## config.mk

```make
export PLATFORM = sky130hd
export DESIGN_NAME = wbwalker_master_flat
export DESIGN_NICKNAME = d
export VERILOG_FILES = /design/src/rtl/wbwalker_master_if.sv /design/src/rtl/wbwalker_master.sv /design/src/flat_wrapper.sv
export SDC_FILE = /design/constraint.sdc
export NUM_CORES = 1
export LEC_CHECK = 0
export ABC_AREA = 1
export BUFFER_PORTS_ARGS = -buffer_cell sky130_fd_sc_hd__buf_2
export CORE_UTILIZATION = 46
export CTS_CLUSTER_DIAMETER = 200
export DETAILED_ROUTE_END_ITERATION = 16
export PLACE_DENSITY = 0.67
export SYNTH_ARGS = -nofsm -noshare
export SYNTH_HDL_FRONTEND = slang
export SYNTH_SLANG_ARGS = --single-unit
```

## constraint.sdc

```tcl
create_clock -name i_clk -period 1.8 [get_ports i_clk]
set_input_delay 0.36 -clock i_clk [delete_from_list [all_inputs] [get_ports i_clk]]
set_output_delay 0.36 -clock i_clk [all_outputs]
set_load 0.01 [all_outputs]
```

## src/rtl/wbwalker_master_if.sv

```systemverilog
// Wishbone link between the LED-walker initiator and the walker's slave port.
// Initiator-driven signals carry o_ prefixes; slave-driven ones carry i_.
interface wbwalker_master_if;
  logic       o_cyc;
  logic       o_stb;
  logic       o_we;
  logic       o_addr;
  logic [5:0] o_data;
  logic       i_stall;
  logic       i_ack;
  logic [5:0] i_data;

  modport master (
    output o_cyc, o_stb, o_we, o_addr, o_data,
    input  i_stall, i_ack, i_data
  );

  modport slave (
    input  o_cyc, o_stb, o_we, o_addr, o_data,
    output i_stall, i_ack, i_data
  );
endinterface

```

## src/rtl/wbwalker_master.sv

```systemverilog
// Wishbone initiator: one write (walk start, data = seq) then one read of the LED register per request.
// CYC/STB one cycle after a request; STB holds under stall; any bus state lasting TIMEOUT cycles aborts.
module wbwalker_master #(
  parameter int PERIOD  = 1000,
  parameter int TIMEOUT = 15
) (
  input  logic                    i_clk,
  input  logic                    i_reset,
  input  logic                    i_trigger,
  output logic                    o_busy,
  output logic                    o_err,
  output logic [5:0]              o_rdata,
  wbwalker_master_if.master       wb
);

  localparam int TMR_W = (PERIOD > 2) ? $clog2(PERIOD) : 1;
  localparam int TMO_W = (TIMEOUT > 2) ? $clog2(TIMEOUT) : 1;
  localparam logic [TMR_W-1:0] TMR_INIT = TMR_W'(PERIOD - 1);
  localparam logic [TMO_W-1:0] TMO_LAST = TMO_W'(TIMEOUT - 1);

  typedef enum logic [2:0] {
    IDLE,
    WR_REQ,
    WR_ACK,
    RD_REQ,
    RD_ACK
  } state_e;

  state_e           state_q, state_d;
  logic [TMR_W-1:0] timer_q;
  logic [TMO_W-1:0] tmo_q;
  logic [5:0]       seq_q;
  logic             pend_q;
  logic             err_q;
  logic [5:0]       rdata_q;
  logic             cyc_q;
  logic             stb_q;
  logic             we_q;
  logic [5:0]       data_q;
  logic             busy_q;

  logic tick;
  logic timeout;
  logic enter_wr;

  assign tick = (timer_q == '0);

  // A state change always wins over the timeout in the same cycle.
  always_comb begin
    state_d = state_q;
    unique case (state_q)
      IDLE:    if (pend_q || tick || i_trigger) state_d = WR_REQ;
      WR_REQ:  if (!wb.i_stall)                 state_d = WR_ACK;
      WR_ACK:  if (wb.i_ack)                    state_d = RD_REQ;
      RD_REQ:  if (!wb.i_stall)                 state_d = RD_ACK;
      RD_ACK:  if (wb.i_ack)                    state_d = IDLE;
      default:                                  state_d = IDLE;
    endcase
    timeout = (state_q != IDLE) && (state_d == state_q) && (tmo_q == TMO_LAST);
    if (timeout) state_d = IDLE;
  end

  assign enter_wr = (state_q == IDLE) && (state_d == WR_REQ);

  always_ff @(posedge i_clk) begin
    if (i_reset) begin
      state_q <= IDLE;
      timer_q <= TMR_INIT;
      tmo_q   <= '0;
      seq_q   <= '0;
      pend_q  <= 1'b0;
      err_q   <= 1'b0;
      rdata_q <= '0;
      cyc_q   <= 1'b0;
      stb_q   <= 1'b0;
      we_q    <= 1'b0;
      data_q  <= '0;
      busy_q  <= 1'b0;
    end else begin
      state_q <= state_d;
      timer_q <= tick ? TMR_INIT : timer_q - 1'b1;
      // Requests arriving while busy collapse into this single flag.
      pend_q  <= enter_wr ? 1'b0 : (pend_q | tick | i_trigger);

      if ((state_q == IDLE) || (state_d != state_q)) tmo_q <= '0;
      else                                           tmo_q <= tmo_q + 1'b1;

      // Bus outputs are decoded from the next state so they appear registered.
      cyc_q  <= (state_d != IDLE);
      busy_q <= (state_d != IDLE);
      stb_q  <= (state_d == WR_REQ) || (state_d == RD_REQ);
      we_q   <= (state_d == WR_REQ);

      if (enter_wr) begin
        data_q <= seq_q;
        err_q  <= 1'b0;
      end
      if (timeout) err_q <= 1'b1;
      if ((state_q == WR_REQ) && (state_d == WR_ACK)) seq_q <= seq_q + 6'd1;
      if ((state_q == RD_ACK) && wb.i_ack) rdata_q <= wb.i_data;
    end
  end

  assign wb.o_cyc  = cyc_q;
  assign wb.o_stb  = stb_q;
  assign wb.o_we   = we_q;
  assign wb.o_addr = 1'b0;
  assign wb.o_data = data_q;
  assign o_busy    = busy_q;
  assign o_err     = err_q;
  assign o_rdata   = rdata_q;

endmodule

```

## src/flat_wrapper.sv

```systemverilog
// flat-port wrapper written by rule: the top's interface ports become plain ports
module wbwalker_master_flat 
#(
  parameter int PERIOD  = 1000,
  parameter int TIMEOUT = 15
)
  (i_clk, i_reset, i_trigger, o_busy, o_err, o_rdata, wb_o_cyc, wb_o_stb, wb_o_we, wb_o_addr, wb_o_data, wb_i_stall, wb_i_ack, wb_i_data);
  wbwalker_master_if wb_i ();
  input  logic i_clk;
  input  logic i_reset;
  input  logic i_trigger;
  output logic o_busy;
  output logic o_err;
  output logic [5:0] o_rdata;
  output wire logic [$bits(wb_i.o_cyc)-1:0] wb_o_cyc;
  output wire logic [$bits(wb_i.o_stb)-1:0] wb_o_stb;
  output wire logic [$bits(wb_i.o_we)-1:0] wb_o_we;
  output wire logic [$bits(wb_i.o_addr)-1:0] wb_o_addr;
  output wire logic [$bits(wb_i.o_data)-1:0] wb_o_data;
  input wire logic [$bits(wb_i.i_stall)-1:0] wb_i_stall;
  input wire logic [$bits(wb_i.i_ack)-1:0] wb_i_ack;
  input wire logic [$bits(wb_i.i_data)-1:0] wb_i_data;
  assign wb_o_cyc = wb_i.o_cyc;
  assign wb_o_stb = wb_i.o_stb;
  assign wb_o_we = wb_i.o_we;
  assign wb_o_addr = wb_i.o_addr;
  assign wb_o_data = wb_i.o_data;
  assign wb_i.i_stall = wb_i_stall;
  assign wb_i.i_ack = wb_i_ack;
  assign wb_i.i_data = wb_i_data;
  wbwalker_master #(.PERIOD(PERIOD), .TIMEOUT(TIMEOUT)) u_core (.i_clk(i_clk), .i_reset(i_reset), .i_trigger(i_trigger), .o_busy(o_busy), .o_err(o_err), .o_rdata(o_rdata), .wb(wb_i));
endmodule
```

==> results_dict.tcl, run 1 <==
set metrics [dict create \
    drc_errors 0 \
    firstDrtPassIters 4 \
    die_area_um2 4087 \
    setup_violations 0 \
    period_needed_ps 1673 \
    place_area_um2 1947 \
    switching_power_uw 522.3 \
    max_freq_ghz 0.5978 \
    syn_to_final_growth_pct 18.30 \
    p_per_area_nw_per_um2 890.6 \
    final_cell_mix "dfxtp_1 (40), nand2_1 (30), buf_2 (27)" \
    grt_first_pass_wirelength_mm 5.878 \
    drtAntennaViolNets 0 \
    slowest_delay_ps 480 \
    hold_viol_final 0 \
    grt_usage_pct 18.77 \
    drt_iter0_drc 49 \
    numCtsBuffers 5 \
    critPathSlowestCell "dfxtp_1" \
    core_region_area_um2 3661 \
    fillers 361 \
    gp_congestion 0.7721 \
    cts_sinks 40 \
    cts_root_buf "clkbuf_8" \
    seq_power_share_pct 51.8 \
    via_per_inst 4.833 \
    path_clk_slew_ps 80 \
    antenna_found_initial 0 \
    start_kind "flip-flop" \
    grt-ovfl-total 0 \
    worstPathArrival_ps 1900 \
    portBuffers 27 \
    yosys.cell_types.count 31 \
    synth_edf_count 0 \
    grt_max_degree 19 \
    intPower_uw 1336 \
    total_power_uw 1859 \
    finalMaxSlewViolations 0 \
    synth_area_um2 1764 \
    end_kind "flip-flop" \
    p_comb_share_pct 15.0 \
    grt_pass1_vias 1385 \
    async_flop_share_pct 0 \
    hold_ws_ps 325.6 \
    worstPathMaxFanout 5 \
    yosysWarnings 0 \
    syn_inst 220 \
    die_h_um 63.93 \
    num-nets-final 267 \
    drt-total-wl_mm 3.255 \
    std_cell_rows 22 \
    ys_seq_elements 40 \
    dp_hpwl_mm 2.345 \
    ctsHoldBuffers 0 \
    leakagePower_uw 0.0009104 \
    cts_tree "yes" \
    synth_nets 236 \
    crit_chain "inv_2 > nor2_4 > inv_2 > o21ai_2 > nand2_1 > nand3_2 > inv_2 > nand2_4 > nand2_2 > nand2_2 > nand2_4 > nor3_4" \
    seq_area_frac_synth_pct 45.39 \
    io_pins 29 \
    finalClockSkew_ps 6.607 \
    final_core_util_pct 57.01 \
    vias 1450 \
    mostFrequentLayoutCell "dfxtp_1" \
    tns_ps 0 \
    avgSynthCellArea_um2 8.019 \
    path_class "reg -> reg" \
    diodes 0 \
    synth_ff_type "dfxtp_1" \
    min_path_type "in -> reg" \
    routedWlPerCell_um 10.85 \
    fin_area_um2 2087 \
    dieWidth_um 63.93 \
    clk_latency_ps 290 \
    switching_share_pct 28.10 \
    required_ps 2020 \
    cts_buffer_depth 2 \
    layout-drive-gt1-share_pct 28.57 \
    start_util_pct 48.19 \
    peakVddDrop_uv 479.3 \
    finalCritPeriodShare_pct 92.93 \
    clkPwrFrac_pct 33.2 \
    ctsHtreeMaxLevel 2 \
    status "finished, final reports clean" \
    cap_violations 0 \
    crit_top_cell "inv_2" \
]
per-layer routing:
metal,track usage (%),part of all wire (%)
met2,28.99,44
met5,0,0
met1,24.08,50
met3,5.357,3.7
met4,8.523,2.2
logic make-up (layout without fill, tap and decap cells):
family	count (synthesis)	in the layout	synth area share, %
buf+inv	36	68	8.156
flops	40	40	45.39
simple gates	92	92	27.59
xor+xnor	7	7	3.475
other cells	1	1	0.2126
fa+ha+maj	5	5	3.546
compound gates	39	39	11.63
area by class of cell:
cell class	count	area (um2)	area share [%]
multi-input combinational	144	859.6	41.19
sequential	40	800.8	38.37
timing repair buffer	31	165.2	7.914
inverter	29	108.9	5.216
clock buffer	6	82.58	3.957
tap	48	60.06	2.878
clock inverter	2	10.01	0.4796
through the flow:
| step | setup slack, ps | cells |
|---|---|---|
| after global routing | -24.35 | 300 |
| final | 127.3 | 300 |
| after CTS | 101.9 | 299 |
| after floorplan | 278.2 | 220 |
| after detailed placement | 118.4 | 291 |
| after global placement | 199.4 | 291 |
critical path, delay by kind of cell (launching register included):
kind	cells	cell delay, ps
DFF	1	480
buffers and inverters	3	220
AOI/OAI and AO/OA	1	110
and+or+nand+nor	8	780
what timing repair did:
action	in CTS	in global routing
endpoints found under the setup margin	0	4
gates resized for setup	0	10
hold endpoints to repair	0	0
setup buffers	0	1
power groups by stage:
| stage | logic, uW | registers, uW | clock network [uW] |
|---|---|---|---|
| after floorplan | 176 | 992 | 0 |
| after global placement | 253 | 985 | 0 |
| after detailed placement | 256 | 984 | 0 |
| after CTS | 258 | 964 | 636 |
| after global routing | 317 | 970 | 668 |
| final | 279 | 963 | 616 |
Yosys cell counts (2+ instances only):
library cell / count / area share, %
a21oi_1: 22 / 6.2
a31oi_1: 3 / 1.1
buf_4: 2 / 0.85
clkbuf_1: 4 / 0.85
dfxtp_1: 40 / 45
ha_1: 5 / 3.5
inv_1: 24 / 5.1
inv_2: 5 / 1.1
nand2_1: 31 / 6.6
nand2_2: 7 / 2.5
nand2_4: 2 / 1.3
nand3_1: 11 / 3.1
nand3_2: 2 / 1.1
nor2_1: 22 / 4.7
nor2_2: 3 / 1.1
nor3_1: 3 / 0.85
nor3_2: 4 / 2.3
nor3b_2: 2 / 1.4
o21ai_0: 11 / 3.1
xnor2_1: 4 / 2.0
xor2_1: 3 / 1.5
path summary, 6_finish.rpt:
check                         start                 to  slack, ps  cells after the start
setup / recovery  u_core.state_q[0]    u_core.tmo_q[1]        130                     12
hold / removal         wb_i_data[2]  u_core.o_rdata[2]        330                      3
setup reg to reg  u_core.state_q[0]    u_core.tmo_q[1]        130                     12
hold reg to reg   u_core.timer_q[0]  u_core.timer_q[0]        430                      1
flip-flops by register name (all words and copies together) (netlist names):
name              cells
u_core.o_rdata        6
u_core.state_q        3
u_core.wb.o_stb       1
u_core.wb.o_we        1
u_core.o_err          1
u_core.timer_q       10
u_core.seq_q          6
u_core.wb.o_cyc       1
u_core.wb.o_data      6
u_core.tmo_q          4
u_core.pend_q         1
Power figures use the tool's default switching activity.
==> run 2: changes to the inputs <==
RECOVER_POWER = 25   (was unset)
clock period = 1.95 ns   (was 1.8 ns; I/O delays follow)
==> results_dict.tcl, run 2 (synthesized netlist as in run 1, its figures left out) <==
set metrics [dict create \
    status "finished, final reports clean" \
    worstPathArrival_ps 1910 \
    largest_register_ff_count 10 \
    cp-startpoint "u_core.timer_q[0]" \
    finalMaxSlewViolations 0 \
    grt_usage_pct 17.53 \
    start_util_pct 48.19 \
    numCtsBuffers 5 \
    finalCritPeriodShare_pct 86.77 \
    regArea_um2 800.8 \
    drtAntennaViolNets 0 \
    finalClockSkew_ps 6.693 \
    drt-total-wl_mm 3.099 \
    hold_ws_ps 356.9 \
    ctsHoldBuffers 0 \
    ctsHtreeMaxLevel 2 \
    cts_root_buf "clkbuf_8" \
    min_path_type "in -> reg" \
    grt_first_pass_wirelength_mm 5.520 \
    setup_violations 0 \
    end_kind "flip-flop" \
    io_pins 29 \
    tns_ps 0 \
    portBuffers 27 \
    diodes 0 \
    dp_hpwl_mm 2.301 \
    required_ps 2160 \
    drc_errors 0 \
    max_freq_ghz 0.5910 \
    leakagePower_uw 0.0008299 \
    peakVddDrop_uv 367.2 \
    start_kind "flip-flop" \
    top_register "u_core.timer_q" \
    grt_setup_unrepaired "no" \
    cts_resized 0 \
    die_area_um2 4087 \
    drt_iter0_drc 73 \
    fillers 391 \
    post_cts_buffers 0 \
    worstPathMaxFanout 5 \
    cts_tree "yes" \
    gp_congestion 0.7595 \
    path_clk_slew_ps 80 \
    layout-drive-gt1-share_pct 20.00 \
    vias 1445 \
    core_region_area_um2 3661 \
    cap_violations 0 \
    std_cell_rows 22 \
    place_area_um2 1939 \
    fin_area_um2 2029 \
    multi_input_area_um2 819.5 \
    num-nets-final 265 \
    grt_pass1_vias 1290 \
    grt-ovfl-total 0 \
    die_h_um 63.93 \
    dp.cells 290 \
    p_per_area_nw_per_um2 875.8 \
    hold_viol_final 0 \
    path_class "reg -> reg" \
    clk_latency_ps 290 \
    via_per_inst 4.849 \
    final_core_util_pct 55.43 \
    hp-start "wb_i_data[2]" \
    routedWlPerCell_um 10.40 \
    period_needed_ps 1692 \
    syn_to_final_growth_pct 15.04 \
    cts_buffer_depth 2 \
    firstDrtPassIters 4 \
    grt_max_degree 19 \
    stdcell_count 298 \
    final_cell_mix "dfxtp_1 (40), nand2_1 (31), inv_1 (24)" \
    mostFrequentLayoutCell "dfxtp_1" \
    reg2reg_from "u_core.timer_q[0]" \
    cts_sinks 40 \
    dieWidth_um 63.93 \
    antenna_found_initial 0 \
]
[run 2: cell types whose count changed in the layout (fill, tap and decap cells not counted), sizes merged]
cell and delta:
buf -16, bufinv +1, clkbuf +14, clkinv -1
[run 2: final cells by class]
type | count | area share [%]
inverter | 29 | 5.364
multi-input combinational | 144 | 40.38
sequential | 40 | 39.46
timing repair buffer | 29 | 6.535
clock inverter | 2 | 1.726
clock buffer | 6 | 3.576
tap | 48 | 2.959
[run 2: final timing paths]
check / endpoint / slack (ps) / cells after the start
setup / recovery: u_core.tmo_q[2] / 260 / 13
hold / removal: u_core.o_rdata[2] / 360 / 3
setup reg to reg: u_core.tmo_q[2] / 260 / 13
hold reg to reg: u_core.timer_q[0] / 420 / 1
[run 2: per-layer routing]
layer	part of all wire, %	vias to the layer above	GRT usage (%)
met1	51	648	23.78
li1	-	762	-
met3	4.7	7	5.357
met5	0	-	0
met4	1.4	0	5.966
met2	43	28	26.20
[run 2: power breakdown]
part	switching, uW	internal [uW]	total [uW]
Clock	281	380	661
Combinational	150	75.9	226
Sequential	30.8	860	891
[run 2: metrics by stage]
stage / total power, uW / worst slack, ps
2_1_floorplan: 1079 / 428.2
6_report: 1777 / 258.1
3_3_place_gp: 1139 / 348.5
4_1_cts: 1805 / 247.2
5_1_grt: 1866 / 20.04
3_5_place_dp: 1143 / 271.5
[run 2: critical path: stages, from the launching register on]
cell	delay, ps
dfxtp_1	360
inv_1	80
ha_1	190
nand2_1	60
nor2_1	40
nand2_1	80
nand2_2	70
nand2_2	100
nand2_2	80
nand2_2	90
inv_1	40
nor2_1	180
nand2_4	90
nor3_2	160
==> run 3: changes to the inputs <==
clock period = 1.7 ns   (was 1.95 ns; I/O delays follow)
==> results_dict.tcl, run 3 (synthesized netlist as in run 1, its figures left out) <==
set metrics [dict create \
    cts_sinks 40 \
    max_freq_ghz 0.6179 \
    dp_hpwl_mm 2.347 \
    vias 1450 \
    top_register "u_core.timer_q" \
    switching_power_uw 568.1 \
    grt_setup_unrepaired "yes" \
    multi_input_area_um2 867.1 \
    num-nets-final 271 \
    worstPathMaxFanout 4 \
    diodes 0 \
    period_needed_ps 1618 \
    path_clk_slew_ps 80 \
    min_path_type "in -> reg" \
    syn_to_final_growth_pct 20.35 \
    fillers 356 \
    std_cell_rows 22 \
    dieWidth_um 63.93 \
    grt_usage_pct 17.63 \
    mostFrequentLayoutCell "dfxtp_1" \
    stdcell_count 304 \
    place_area_um2 1954 \
    portBuffers 27 \
    start_kind "flip-flop" \
    grt_first_pass_wirelength_mm 5.437 \
    leakagePower_uw 0.0008498 \
    fin_area_um2 2123 \
    start_util_pct 48.19 \
    clkPwrFrac_pct 33.5 \
    end_kind "flip-flop" \
    drtAntennaViolNets 0 \
    required_ps 1920 \
    grt_max_degree 19 \
    cts_root_buf "clkbuf_8" \
    setup_violations 0 \
    peakVddDrop_uv 586.0 \
    largest_register_ff_count 10 \
    switching_share_pct 28.51 \
    critPathSlowestCell "dfxtp_2" \
    io_pins 29 \
    via_per_inst 4.770 \
    p_per_area_nw_per_um2 938.6 \
    regArea_um2 807.0 \
    cts_tree "yes" \
    grt-ovfl-total 0 \
    core_region_area_um2 3661 \
    drc_errors 0 \
    gp_congestion 0.7728 \
    dp.cells 292 \
    hold_viol_final 0 \
    final_core_util_pct 58.00 \
    finalMaxSlewViolations 0 \
    path_class "reg -> reg" \
    cts_buffer_depth 2 \
    die_area_um2 4087 \
    total_power_uw 1993 \
    intPower_uw 1425 \
    finalCritPeriodShare_pct 95.20 \
    finalClockSkew_ps 5.180 \
    seq_power_share_pct 51.4 \
    p_comb_share_pct 15.0 \
    slowest_delay_ps 340 \
    final_cell_mix "dfxtp_1 (35), nand2_1 (30), a21oi_1 (22)" \
    critPathBufInv 1 \
    numCtsBuffers 5 \
    worstPathArrival_ps 1840 \
    routedWlPerCell_um 10.95 \
    layout-drive-gt1-share_pct 27.34 \
    clk_latency_ps 290 \
    grt_pass1_vias 1242 \
    die_h_um 63.93 \
    status "finished, final reports clean" \
    crit_chain "inv_2 > ha_4 > nand2_1 > nor2_1 > nand2_1 > nand2_2 > nand2_2 > nand2_4 > nand2_4 > nand2_4 > nand2_2 > nand2_2 > nand2_4 > nor3_2" \
    ctsHtreeMaxLevel 2 \
    cap_violations 0 \
    firstDrtPassIters 4 \
    drt-total-wl_mm 3.329 \
    drt_iter0_drc 67 \
    antenna_found_initial 0 \
    crit_family "simple AND/OR/NAND/NOR gates" \
]
==> run 3: changes by cell type in the layout (fill, tap and decap cells not counted), sizes merged <==
cell      change
clkbuf        -1
buf           +7
clkinv        -1
clkinvlp      +3
inv           -1
bufinv        -1
==> run 3: layer usage <==
| layer | vias to the layer above | GRT usage [%] | wire length, um |
|---|---|---|---|
| met3 | 7 | 4.464 | 151 |
| met1 | 641 | 23.33 | 1617 |
| li1 | 770 | - | - |
| met5 | - | 0 | 0 |
| met2 | 32 | 25.80 | 1487 |
| met4 | 0 | 10.23 | 72 |
==> run 3: final cells by class <==
type	instances	area share (%)
Timing Repair Buffer	35	8.427
Clock buffer	6	3.889
Multi-Input combinational cell	144	40.84
Clock inverter	2	0.7071
Inverter	29	5.303
Tap cell	48	2.829
Sequential cell	40	38.01
==> run 3: what timing repair did <==
| action | CTS | global route |
|---|---|---|
| endpoints found under the setup margin | 0 | 10 |
| setup buffers | 0 | 4 |
| gates resized for setup | 0 | 19 |
| hold buffers | 0 | 0 |
==> run 3: worst register-to-register path, delay by kind of cell, from the launching register on <==
kind	cells	cell delay (ps)
simple gates	12	1000
fa+ha+maj	1	140
flops	1	340
buf+inv	1	90
==> run 3: final timing paths <==
path / from / to / slack (ps) / cells past startpoint
max: u_core.timer_q[0] / u_core.tmo_q[3] / 80 / 14
min: wb_i_data[2] / u_core.o_rdata[2] / 300 / 3
max reg2reg: u_core.timer_q[0] / u_core.tmo_q[3] / 80 / 14
min reg2reg: u_core.timer_q[0] / u_core.timer_q[0] / 420 / 1
==> run 3: power groups by stage <==
stage	Sequential (uW)	Combinational [uW]	Clock, uW
6_report	1020	300	668
2_1_floorplan	1050	187	0
3_3_place_gp	1040	273	0
4_1_cts	1020	278	689
3_5_place_dp	1040	277	0
5_1_grt	1030	335	728
==> run 3: stage by stage <==
stage / hold slack [ps] / setup TNS [ps] / setup WS (ps)
6_report: 303.4 / 0 / 81.57
3_5_place_dp: 393.8 / 0 / 61.81
2_1_floorplan: 378.8 / 0 / 178.2
5_1_grt: 294.4 / -112.4 / -28.86
3_3_place_gp: 390.6 / 0 / 110.6
4_1_cts: 297.7 / 0 / 35.44
